`config.mk`:
```
export PLATFORM = sky130hd
export DESIGN_NAME = controller
export DESIGN_NICKNAME = d
export VERILOG_FILES = /design/src/rtl/arm_ctrl_pkg.sv /design/src/rtl/cond_eval.sv /design/src/rtl/controller.sv
export SDC_FILE = /design/constraint.sdc
export NUM_CORES = 1
export LEC_CHECK = 0
export ABC_AREA = 1
export BUFFER_PORTS_ARGS = -buffer_cell sky130_fd_sc_hd__buf_2
export CORE_AREA = 2 2 149 136
export DETAILED_ROUTE_END_ITERATION = 12
export DIE_AREA = 0 0 151 138
export PLACE_DENSITY_LB_ADDON = 0.2
export SLEW_MARGIN = 0
export SYNTH_ARGS = -nofsm -noshare
export SYNTH_HDL_FRONTEND = slang
export SYNTH_HIERARCHICAL = 1
export SYNTH_SLANG_ARGS = --single-unit
```
`constraint.sdc`:
```
create_clock -name clk -period 4.45 [get_ports clk]
set_clock_uncertainty 0.1 [all_clocks]
set_input_delay 0.6675 -clock clk [delete_from_list [all_inputs] [get_ports clk]]
set_output_delay 0.6675 -clock clk [all_outputs]
set_load 0.1 [all_outputs]
```
`src/rtl/arm_ctrl_pkg.sv`:
```
// arm_ctrl_pkg: shared types, ALU/opcode encodings and decode helpers for the ARM32 controller
package arm_ctrl_pkg;

    typedef enum logic [2:0] {
        FETCH, FETCH_WAIT, DECODE, EXECUTE, MEMORY, MEMORY_WAIT, WRITE_BACK
    } state_e;

    typedef enum logic [3:0] {
        EQ, NE, CS, CC, MI, PL, VS, VC, HI, LS, GE, LT, GT, LE, AL, NV
    } cond_e;

    localparam logic [2:0] ALU_ADD = 3'd0;
    localparam logic [2:0] ALU_SUB = 3'd1;
    localparam logic [2:0] ALU_AND = 3'd2;
    localparam logic [2:0] ALU_ORR = 3'd3;
    localparam logic [2:0] ALU_EOR = 3'd4;
    localparam logic [2:0] ALU_MOV = 3'd5;

    localparam logic [3:0] OP_AND = 4'h0;
    localparam logic [3:0] OP_EOR = 4'h1;
    localparam logic [3:0] OP_SUB = 4'h2;
    localparam logic [3:0] OP_ADD = 4'h4;
    localparam logic [3:0] OP_CMP = 4'hA;
    localparam logic [3:0] OP_ORR = 4'hC;
    localparam logic [3:0] OP_MOV = 4'hD;

    localparam logic [3:0] REG_LR = 4'd14;

    typedef struct packed {
        logic [3:0]  a_addr;
        logic [3:0]  b_addr;
        logic [3:0]  shift_addr;
        logic [3:0]  w_addr1;
        logic [3:0]  w_addr2;
        logic        en_a;
        logic        en_b;
        logic        en_s;
        logic        sel_shift;
        logic        sel_b;
        logic [1:0]  sel_a_in;
        logic [1:0]  shift_op;
        logic [4:0]  shift_imme;
        logic [31:0] imme_data;
        logic [2:0]  alu_op;
        logic        w_en1;
        logic        w_en2;
        logic        en_status1;
        logic        en_status2;
        logic        sel_w_data;
    } ctrl_t;

    // returns {supported, alu_op}; unsupported opcodes execute as a NOP
    function automatic logic [3:0] dp_decode(logic [3:0] op);
        case (op)
            OP_ADD:  return {1'b1, ALU_ADD};
            OP_SUB:  return {1'b1, ALU_SUB};
            OP_CMP:  return {1'b1, ALU_SUB};
            OP_AND:  return {1'b1, ALU_AND};
            OP_ORR:  return {1'b1, ALU_ORR};
            OP_EOR:  return {1'b1, ALU_EOR};
            OP_MOV:  return {1'b1, ALU_MOV};
            default: return 4'b0;
        endcase
    endfunction

    // imm8 rotated right by twice the 4-bit rotate field
    function automatic logic [31:0] rot_imm(logic [11:0] f);
        logic [63:0] d;
        d = {2{24'b0, f[7:0]}} >> {f[11:8], 1'b0};
        return d[31:0];
    endfunction

endpackage

```
`src/rtl/cond_eval.sv`:
```
// cond_eval: ARM condition code check of cond[3:0] against NZCV flags
// Ports: cond (condition field), nzcv (flags N,Z,C,V msb first), pass (instruction executes)
module cond_eval
    import arm_ctrl_pkg::*;
(
    input  logic [3:0] cond,
    input  logic [3:0] nzcv,
    output logic       pass
);
    logic n, z, c, v;
    assign {n, z, c, v} = nzcv;

    always_comb begin
        pass = 1'b0;
        case (cond_e'(cond))
            EQ: pass = z;
            NE: pass = !z;
            CS: pass = c;
            CC: pass = !c;
            MI: pass = n;
            PL: pass = !n;
            VS: pass = v;
            VC: pass = !v;
            HI: pass = c && !z;
            LS: pass = !c || z;
            GE: pass = n == v;
            LT: pass = n != v;
            GT: pass = !z && (n == v);
            LE: pass = z || (n != v);
            AL: pass = 1'b1;
            default: pass = 1'b0;
        endcase
    end
endmodule

```
`src/rtl/controller.sv`:
```
// controller: multi-cycle ARM32 control FSM driving the datapath control bundle and owning the PC
// Ports: clk, rst (sync active-high), instr (instruction RAM data), status_in (NZCV in [31:28]),
//        pc (instruction address), ctrl (datapath control bundle), ram_w_en (STR strobe),
//        state_out (current state for debug)
// Build option: CTRL_BL_EN adds a link write-back (r14 = pc+4) for branch-with-link.
module controller
    import arm_ctrl_pkg::*;
#(
    parameter logic [31:0] PC_RESET  = 32'h0,
    parameter int          IMEM_WAIT = 1,
    parameter int          DMEM_WAIT = 1
) (
    input  logic        clk,
    input  logic        rst,
    input  logic [31:0] instr,
    input  logic [31:0] status_in,
    output logic [31:0] pc,
    output ctrl_t       ctrl,
    output logic        ram_w_en,
    output logic [2:0]  state_out
);
    state_e      state, state_nx;
    logic [31:0] ir, pc_nx, pc4, br_tgt;
    logic [7:0]  cnt;
    logic [3:0]  dp_dec;
    logic        pass, dp, mem, br, bl, ldr, dp_ok, is_cmp, we;
    ctrl_t       c;
    logic        unused_status;

    assign unused_status = ^status_in[27:0];

    cond_eval u_cond (
        .cond (ir[31:28]),
        .nzcv (status_in[31:28]),
        .pass (pass)
    );

    assign dp     = ir[27:26] == 2'b00;
    assign mem    = ir[27:26] == 2'b01;
    assign br     = ir[27:25] == 3'b101;
    assign ldr    = mem && ir[20];
    assign dp_dec = dp_decode(ir[24:21]);
    assign dp_ok  = dp && dp_dec[3];
    assign is_cmp = dp && ir[24:21] == OP_CMP;
    assign pc4    = pc + 32'd4;
    assign br_tgt = pc + 32'd8 + {{6{ir[23]}}, ir[23:0], 2'b00};
`ifdef CTRL_BL_EN
    assign bl = br && ir[24];
`else
    assign bl = 1'b0;
`endif

    always_ff @(posedge clk) begin
        if (rst) begin
            state <= FETCH;
            pc    <= PC_RESET;
            ir    <= '0;
            cnt   <= '0;
        end else begin
            state <= state_nx;
            pc    <= pc_nx;
            if (state == FETCH)
                cnt <= 8'(IMEM_WAIT - 1);
            else if (state == MEMORY)
                cnt <= 8'(DMEM_WAIT - 1);
            else if (cnt != '0)
                cnt <= cnt - 8'd1;
            if (state == FETCH_WAIT && cnt == '0)
                ir <= instr;
        end
    end

    always_comb begin
        state_nx = state;
        pc_nx    = pc;
        c        = '0;
        we       = 1'b0;
        case (state)
            FETCH: state_nx = FETCH_WAIT;
            FETCH_WAIT: state_nx = cnt == '0 ? DECODE : FETCH_WAIT;
            DECODE: begin
                if (pass && (dp || mem || br)) begin
                    state_nx = EXECUTE;
                    if (dp || mem) begin
                        c.a_addr     = ir[19:16];
                        c.b_addr     = ir[3:0];
                        c.en_a       = 1'b1;
                        c.en_b       = 1'b1;
                        c.en_s       = 1'b1;
                        c.sel_shift  = ir[4];
                        c.shift_addr = ir[4] ? ir[11:8] : 4'd0;
                        c.shift_imme = ir[4] ? 5'd0 : ir[11:7];
                    end
                end else begin
                    state_nx = FETCH;
                    pc_nx    = pc4;
                end
            end
            EXECUTE: begin
                if (br) begin
                    state_nx = bl ? WRITE_BACK : FETCH;
                    pc_nx    = bl ? pc : br_tgt;
                end else if (mem) begin
                    c.sel_b     = 1'b1;
                    c.imme_data = {20'b0, ir[11:0]};
                    c.alu_op    = ir[23] ? ALU_ADD : ALU_SUB;
                    state_nx    = MEMORY;
                end else if (dp_ok) begin
                    c.shift_op   = ir[6:5];
                    c.alu_op     = dp_dec[2:0];
                    c.sel_b      = ir[25];
                    c.imme_data  = ir[25] ? rot_imm(ir[11:0]) : 32'd0;
                    c.en_status1 = ir[20] || is_cmp;
                    state_nx     = is_cmp ? FETCH : WRITE_BACK;
                    pc_nx        = is_cmp ? pc4 : pc;
                end else begin
                    state_nx = FETCH;
                    pc_nx    = pc4;
                end
            end
            MEMORY: begin
                we       = !ir[20];
                state_nx = MEMORY_WAIT;
            end
            MEMORY_WAIT: begin
                if (cnt == '0) begin
                    state_nx = ldr ? WRITE_BACK : FETCH;
                    pc_nx    = ldr ? pc : pc4;
                end
            end
            WRITE_BACK: begin
                c.w_en1  = 1'b1;
                state_nx = FETCH;
                if (br) begin
                    c.w_addr1   = REG_LR;
                    c.sel_a_in  = 2'b01;
                    c.sel_b     = 1'b1;
                    c.imme_data = 32'd4;
                    c.alu_op    = ALU_ADD;
                    pc_nx       = br_tgt;
                end else begin
                    c.w_addr1    = ir[15:12];
                    c.sel_w_data = ldr;
                    pc_nx        = pc4;
                end
            end
            default: state_nx = FETCH;
        endcase
    end

    // reset forces every strobe low in the reset cycle itself, whatever state is held
    assign ctrl      = rst ? '0 : c;
    assign ram_w_en  = !rst && we;
    assign state_out = state;
endmodule

```
==> results of run 1 <==
## worst min path at each step
stage | startpoint | depth (start not counted) | end | slack (ps)
2_1_floorplan | cnt[0] | 2 | cnt[0] | 340
3_3_place_gp | cnt[0] | 2 | cnt[0] | 350
3_5_place_dp | cnt[0] | 2 | cnt[0] | 360
4_1_cts | cnt[0] | 2 | cnt[0] | 370
5_1_grt | cnt[0] | 2 | cnt[0] | 400
6_report | cnt[0] | 2 | cnt[0] | 370
## report_power, final
| part | leakage, nW | total (W) | internal, W | switching, W |
|---|---|---|---|---|
| clock | 0.131 | 0.000734 | 0.000388 | 0.000346 |
| sequential | 0.596 | 0.00109 | 0.000825 | 0.000265 |
| combinational | 3.43 | 0.00226 | 0.000631 | 0.00163 |
## area by class of cell
class / count / area, um^2
tap: 255 / 319
clock inverter: 7 / 60.1
fill: 2159 / 10700
multi-input combinational: 1006 / 5410
clock buffer: 9 / 225
inverter: 166 / 626
sequential: 73 / 1460
timing repair buffer: 143 / 728
## sequential cells by signal, indices dropped and copies added (netlist names)
signal     cells
ir            32
pc            30
state_out      3
cnt            8
## stage by stage
step	setup TNS [ps]	hold WS, ps	setup WS [ps]	area (um^2)
CTS	0	371	557	8830
finish	0	365	519	8830
global route	0	397	382	8830
floorplan	-1180	340	-529	7760
detailed placement	0	361	725	8550
global placement	0	350	751	8550
## cells by family after synthesis
group | count (synthesis) | share of synthesized area, %
AND/OR/NAND/NOR | 664 | 38.2
AO/OA/AOI/OAI | 257 | 18.9
buffers and inverters | 213 | 11.7
flip-flops | 73 | 19.3
adder cells (fa/ha/maj) | 60 | 10.0
XOR/XNOR | 16 | 1.85
other | 1 | 0.0495
## synth_stat cells (6+ instances only)
master    instances
nand2_1         302
nor2_1          176
inv_1           150
a21oi_1         112
o21ai_0         101
nand3_1          93
dfxtp_1          73
ha_1             59
nand4_1          25
clkbuf_1         23
nor3_1           23
buf_4            12
inv_2            12
buf_2             8
nor2_2            8
xnor2_1           8
xor2_1            8
nand2_2           6
## tightest hold or removal path: stages, from the launching register on
cell	delay (ps)
dfxtp_1	310
nand2_1	60
a21oi_1	50
## metal layers
layer | up-vias | wire length [um] | global-route usage, %
met3 | 31 | 1630 | 3.56
met4 | 0 | 493 | 6.49
met2 | 284 | 11700 | 39.4
met5 | - | 0 | 0
met1 | 3946 | 12600 | 36.5
li1 | 4445 | - | -
==> impl_results.md, run 1 <==
* Status: finished, final reports clean
* Slew Limit Fails at 0
* Num rows at 49
* Max Fclk at 254 MHz
* WP data arrival at around 3200 ps
* Ys flop type: dfxtp_1
* Via count at ~8.7k
* Clk sink count at 73
* H-tree depth at 3
* First-pass GRT wire length at approximately 41000 um
* HPWL after DPL at ~21000 um
* Period minus WS final at about 3900 ps
* CP cell instances: inv_1, nor2_1, nand3_1, nand2_1, nand2_1, nand2_1, nor2_1, nand2_1, inv_2, nor4_4, inv_2, nor2_4, inv_4, nor2_4, buf_2
* Cell depth of the worst setup path at 15
* Commonest non-fill, non-tap cells in the layout: 302 x nand2_1, 151 x nor2_1, 147 x inv_1
* Final Non-Filler Cells at 1659
* Yosys cell types at between 50 and 60
* R2r setup slk at about 1400 ps
* DR vias/cell at ~5.2
* Synthesis-to-finish area growth at 16.6%
* Share of Yosys cell area claimed by the top area cell type at between 10% and 20%
* Worst setup path startpoint: ir[31]
* Register area share after synthesis at 19.3%
* CP max stage delay at roughly 550 ps
* Io pins at ~180
* Tot Pwr at around 0.0041 W
* Die area at about 0.021 mm^2
* Critical path's slowest cell: nor4_4
* Buffers & Inverters on Critical Path at 5
* MaxCap Viol Count at 0
* CTS Buf Count at 9
* Unrepaired setup endpoints after global routing: no
* WS Path Type: register to primary output
* Placeable Area at between 0.015 and 0.02 mm^2
* Reg clk slew, reported paths at 70 ps
* 1st-iter DRT viols at roughly 600
* Vias in the first global route at 7672
* Leading area contributor after synthesis: dfxtp_1
* Worst skew pair latency at approximately 360 ps
* Die span in x at around 150 um
* Post-synth EDFFs at 0
* Root Driver: clkbuf_16
* Synth top area cells: dfxtp_1 19%, nand2_1 15%, ha_1 9.7%
* CP startpoint kind: register
* DRC at 0
* Most common cell after layout, fill and taps aside: nand2_1
* Worst VDD drop at just over 0.0003 V
* Synthesized cell area at about 0.0076 mm^2
* Syn avg cell area at 5.90 um^2
* Worst slew pin tran at 1110 ps
* Final core utilization at 45.3%
* CTS tree: yes
* Initial core utilization at between 30% and 40%
* Worst hold path class: register to register
* Final WL at around 26000 um
* Layout cells sized above 1 at a little under a fifth
* Async SR Flop Fraction at 0%
* Post_cts resized at 0
* Final critical-path share of the clock period at between 80% and 90%
* Pwr Density at 462 mW/mm^2
* Wire per inst at roughly 16 um
* Synthesized instance count at between 1k and 1.5k
* Post-CTS Hold Buffers at 0
* Worst R2R Path Depth at 14
* Worst R2R End: pc[19]
* Most frequent CP cell: nand2_1
* Initial antenna violation count at 0
* CP top delay family: simple AND/OR/NAND/NOR gates
* Critical path endpoint category: primary output
* Routed Antenna Nets at 0
* Hold Fails Final Rpt at 0
* Critical Path End: ctrl[64]
* Critical path required time at approximately 3700 ps
* Total Routing Usage GR at roughly 25%
* RePlAce Congestion at between 0.9 and 1
* Global route overflow at 0
* Die Span Y at ~140 um
* Final Setup Violations at 0
* R2R Path Start: ir[1]
* Rel. slew slack at 26.2%
* Largest net degree at the start of global routing at 35
* CTS Buffer Depth at 2
* Count of input and output buffers at between 100 and 150
* Lkg Pwr at 4.16 nW
* Setup bufs post-CTS at 0
* # diodes at 0
* Yosys warns at 6
* TritonRoute pass-1 iters at 5
* Final-stage net count at approximately 1.5k
* Yosys reg bits at 73
* Max FO, Critical Path at 9
* Placed cells at about 1.6k
No activity file was read; power rests on OpenSTA's default activity.
==> inputs of run 2 (changes only) <==
--- a/config.mk
+++ b/config.mk
@@ -11,6 +11,7 @@
 export DETAILED_ROUTE_END_ITERATION = 12
 export DIE_AREA = 0 0 151 138
 export PLACE_DENSITY_LB_ADDON = 0.2
+export RECOVER_POWER = 100
 export SLEW_MARGIN = 0
 export SYNTH_ARGS = -nofsm -noshare
 export SYNTH_HDL_FRONTEND = slang
==> impl_results.md, run 2 (synthesis results as in run 1) <==
* Status: finished, violations left
* Initial antenna violation count at 0
* Combinational power share at approximately 55%
* FILL cells at roughly 2.2k
* Max FO, Critical Path at 10
* CTS Buffer Depth at 2
* Critical path endpoint category: primary output
* Switching share of power at between 50% and 60%
* MaxCap Viol Count at 1
* RePlAce Congestion at 0.955
* Critical path's slowest cell: clkbuf_1
* Worst hold path class: register to register
* Reg clk slew, reported paths at about 70 ps
* Max FFs per register at 32
* Period minus WS final at 4040 ps
* DRC at 0
* CTS Buf Count at 9
* P_sw at ~0.0022 W
* Cell depth of the worst setup path at 12
* Final-stage net count at approximately 1.5k
* Rel. slew slack at slightly above 4%
* Power Internal at 0.00180 W
* Io pins at 176
* Wire per inst at between 15 and 20 um
* Lkg Pwr at 3.83 nW
* Count of input and output buffers at 138
* Via count at around 8.7k
* Critical path required time at roughly 3700 ps
* Worst R2R Path Depth at 10
* Root Driver: clkbuf_16
* CP cell instances: inv_1, nand2_1, nand2_1, nand2_1, nand3_2, nand2_1, nor2_2, inv_2, nand2_2, nand2_2, nor2_1, clkbuf_1
* Buffers & Inverters on Critical Path at 3
* Final WL at between 20000 and 30000 um
* R2r setup slk at between 800 and 900 ps
* CP top delay family: simple AND/OR/NAND/NOR gates
* Hold Worst Slack at roughly 370 ps
* Vias in the first global route at around 7.7k
* TritonRoute pass-1 iters at 5
* 1st-iter DRT viols at 650
* Die span in x at approximately 150 um
* Placed instance area at between 0.008 and 0.009 mm^2
* First-pass GRT wire length at 41400 um
* DR vias/cell at ~5.3
* Register with the most flip-flops: ir
* Post-CTS Hold Buffers at 0
* WP data arrival at approximately 3300 ps
* Worst skew pair latency at between 300 and 400 ps
* Synthesis-to-finish area growth at 14.7%
* Slew Limit Fails at 0
* WS Path Type: register to primary output
* Worst VDD drop at 0.000304 V
* Placeable Area at ~0.02 mm^2
* CP max stage delay at a little under 900 ps
* Layout cells sized above 1 at about an eighth
* Final critical-path share of the clock period at approximately 91%
* Most common cell after layout, fill and taps aside: nand2_1
* Hold path cells at 2
* Unrepaired setup endpoints after global routing: no
* Routed Antenna Nets at 0
* Most frequent CP cell: nand2_1
* HPWL after DPL at 20600 um
* Clk sink count at 73
* Final Setup Violations at 0
* Sequential share of power at 27.2%
* Commonest non-fill, non-tap cells in the layout: 303 x nand2_1, 152 x nor2_1, 149 x inv_1
* Worst R2R End: pc[17]
* Setup bufs post-CTS at 0
* Die area at around 0.021 mm^2
* Post_cts resized at 0
* Max Fclk at about 250 MHz
* Tot Pwr at ~0.004 W
* Hold Fails Final Rpt at 0
* Hold Path End: cnt[0]
* Num rows at 49
* Pwr Density at ~460 mW/mm^2
* Die Span Y at ~140 um
* Hold path startpoint: cnt[0]
* Failing checks: max-capacitance violations
* Biggest regs: ir x32, pc x30, cnt x8
* Finished Cell Area at approximately 0.0087 mm^2
* Worst slew pin tran at 1440 ps
* # diodes at 0
* Largest net degree at the start of global routing at 35
* Clock power frac at 18.2%
* CTS tree: yes
* Global route overflow at 0
* Initial core utilization at 38.8%
* Total Routing Usage GR at roughly a quarter
* H-tree depth at 3
* R2R Path Start: cnt[0]
* CP startpoint kind: register
==> run 2: cell types whose count changed in the layout (fill, tap and decap cells not counted), moves of 2 or more <==
cell	before	now
clkbuf_2	0	35
nor2_4	9	7
inv_2	14	12
o21ai_1	5	0
o21ai_0	100	108
clkbuf_1	0	68
o21ai_2	5	3
inv_1	147	149
buf_2	138	37
buf_4	5	3
==> run 2: power groups by stage <==
stage	clock, W	sequential [W]	combinational, W
final	0.000731	0.00109	0.00219
after global routing	0.000769	0.00112	0.00245
after CTS	0.000746	0.00109	0.00225
after detailed placement	0	0.00111	0.00224
after global placement	0	0.00110	0.00222
after floorplan	0	0.00122	0.00164
==> run 2: tightest hold or removal path, cell delays in order (launching register included) <==
cell,delay (ps)
dfxtp_1,310
nand2_1,60
a21oi_1,60
==> run 2: worst max path at each step <==
stage                   from       end  slack, ps
2_1_floorplan  status_in[30]  ctrl[62]       -530
3_3_place_gp   status_in[30]  ctrl[64]        750
6_report              ir[23]  ctrl[11]        410
3_5_place_dp   status_in[31]  ctrl[64]        730
4_1_cts               ir[31]  ctrl[64]        560
5_1_grt               ir[23]  ctrl[14]        230
==> run 2: per-stage QoR <==
stage	std cells	setup TNS [ps]	setup slack, ps	utilization (%)
after floorplan	1292	-1180	-529	-
after global placement	1643	0	751	43.8
after detailed placement	1643	0	725	43.8
after CTS	1659	0	557	45.3
after global routing	1659	0	226	44.6
final	1659	0	405	44.6
==> run 2: cell type report <==
type | instances | area [um^2] | area share, %
timing repair buffer | 143 | 638 | 7.35
clock inverter | 7 | 60.1 | 0.691
clock buffer | 9 | 225 | 2.59
sequential | 73 | 1460 | 16.8
inverter | 166 | 626 | 7.20
tap | 255 | 319 | 3.67
multi-input combinational | 1006 | 5360 | 61.7
==> run 2: per-layer routing <==
layer	GRT usage, %	up-vias	routed length (um)
met5	0	-	0
met2	39.4	317	11600
met4	6.49	0	550
met1	36.5	3935	12500
li1	-	4441	-
met3	3.56	39	1740
==> inputs of run 3 (changes only) <==
--- a/config.mk
+++ b/config.mk
@@ -10,7 +10,7 @@
 export CORE_AREA = 2 2 149 136
 export DETAILED_ROUTE_END_ITERATION = 12
 export DIE_AREA = 0 0 151 138
-export PLACE_DENSITY_LB_ADDON = 0.2
+export PLACE_DENSITY = 0.67
 export RECOVER_POWER = 100
 export SLEW_MARGIN = 0
 export SYNTH_ARGS = -nofsm -noshare
==> impl_results.md, run 3 (synthesis results as in run 1) <==
* Status: finished, violations left
* Failing checks: max-capacitance violations
* Register area at approximately 0.0015 mm^2
* Max FFs per register at 32
* Final core utilization at about 45%
* Finished Cell Area at about 0.0087 mm^2
* Unrepaired setup endpoints after global routing: no
* Clk sink count at between 70 and 80
* Max FO, Critical Path at 10
* Global route overflow at 0
* Tot Pwr at between 0.004 and 0.005 W
* Largest net degree at the start of global routing at 33
* 1st-iter DRT viols at 774
* First-pass GRT wire length at 41400 um
* Final WL at 26300 um
* Pwr Density at around 470 mW/mm^2
* Placed instance area at between 0.008 and 0.009 mm^2
* Most common cell after layout, fill and taps aside: nand2_1
* Worst setup path startpoint: ir[23]
* Critical path endpoint category: primary output
* Synthesis-to-finish area growth at 15.2%
* Hold path startpoint: cnt[0]
* Vias in the first global route at 7744
* Final critical-path share of the clock period at about nine tenths
* DR vias/cell at approximately 5.3
* RePlAce Congestion at around 0.96
* CTS Buffer Depth at 2
* Io pins at around 180
* FILL cells at 2170
* Die span in x at approximately 150 um
* Setup bufs post-CTS at 0
* Biggest regs: ir x32, pc x30, cnt x8
* Period minus WS final at about 4000 ps
* Root Driver: clkbuf_16
* Max Fclk at between 200 and 300 MHz
* Total Routing Usage GR at between 20% and 30%
* TritonRoute pass-1 iters at 5
* Worst VDD drop at between 0.0003 and 0.0004 V
* Commonest non-fill, non-tap cells in the layout: 303 x nand2_1, 152 x nor2_1, 149 x inv_1
* WP data arrival at around 3200 ps
* Initial core utilization at 38.8%
* Slew Limit Fails at 0
* Post_cts resized at 0
* Worst slew pin tran at 1480 ps
* Final-stage net count at 1527
* MaxCap Viol Count at 2
* Placed cells at approximately 1.6k
* Via count at just under 9k
* CP startpoint kind: register
* Worst hold path class: register to register
* Reg clk slew, reported paths at about 70 ps
* Die area at approximately 0.021 mm^2
* # diodes at 0
* Die Span Y at about 140 um
* Post-CTS Hold Buffers at 0
* Final Non-Filler Cells at roughly 1.7k
* Num rows at 49
* Layout cells sized above 1 at about an eighth
* CTS Buf Count at 9
* Area of the multi-input gates at 0.00537 mm^2
* H-tree depth at 3
* Rel. slew slack at less than 1%
* CTS tree: yes
* Critical path required time at roughly 3700 ps
* Register with the most flip-flops: ir
* WS Path Type: register to primary output
* Placeable Area at a little under 0.02 mm^2
* Lkg Pwr at approximately 3.8 nW
* Wire per inst at 15.8 um
* Routed Antenna Nets at 0
* Hold Fails Final Rpt at 0
* Worst skew pair latency at between 300 and 400 ps
* R2R Path Start: cnt[0]
* HPWL after DPL at 20200 um
* Initial antenna violation count at 0
* DRC at 0
* Final Setup Violations at 0
* Count of input and output buffers at 138
run 3: changes by cell type in the layout (fill, tap and decap cells not counted), sizes merged:
cell,delta
buf,+11
bufinv,+1
clkbuf,-9
clkinvlp,-1
run 3: where the power goes:
group / switching (W) / internal [W] / leakage (nW)
logic: 0.00162 / 0.000601 / 3.09
clock network: 0.000348 / 0.000447 / 0.146
registers: 0.000255 / 0.000825 / 0.596
run 3: final cells by class:
class                      instances  share of cell area [%]
clock buffer                       9                    2.58
clock inverter                     7                   0.975
inverter                         166                    7.17
multi-input combinational       1006                    61.5
sequential                        73                    16.8
tap                              255                    3.66
timing repair buffer             145                    7.37
run 3: layer usage:
metal	GRT usage, %	routed length [um]
met5	0	0
met4	6.15	461
met3	4.13	2190
met2	38.5	11500
met1	36.7	12100
run 3: metrics by stage:
step                      TNS [ps]  setup WS [ps]  hold WS (ps)
after floorplan              -1180           -529           340
after global placement           0           1030           349
after detailed placement         0           1020           354
after CTS                        0            777           365
after global routing             0            266           398
final                            0            491           366
run 3: final timing paths:
kind | cells after the start | to | slack [ps]
max | 11 | ctrl[11] | 490
min | 2 | cnt[0] | 370
max reg2reg | 10 | pc[19] | 830
min reg2reg | 2 | cnt[0] | 370
run 3: worst max-delay path, stage by stage (launching register included):
cell and delay [ps]:
dfxtp_1 580, nand2_1 120, nand2_1 100, nand2_1 90
nand3_2 100, nand2_1 150, nor2_2 270, inv_2 130
nand2_2 100, nand2_2 160, nor2_1 150, clkbuf_1 870
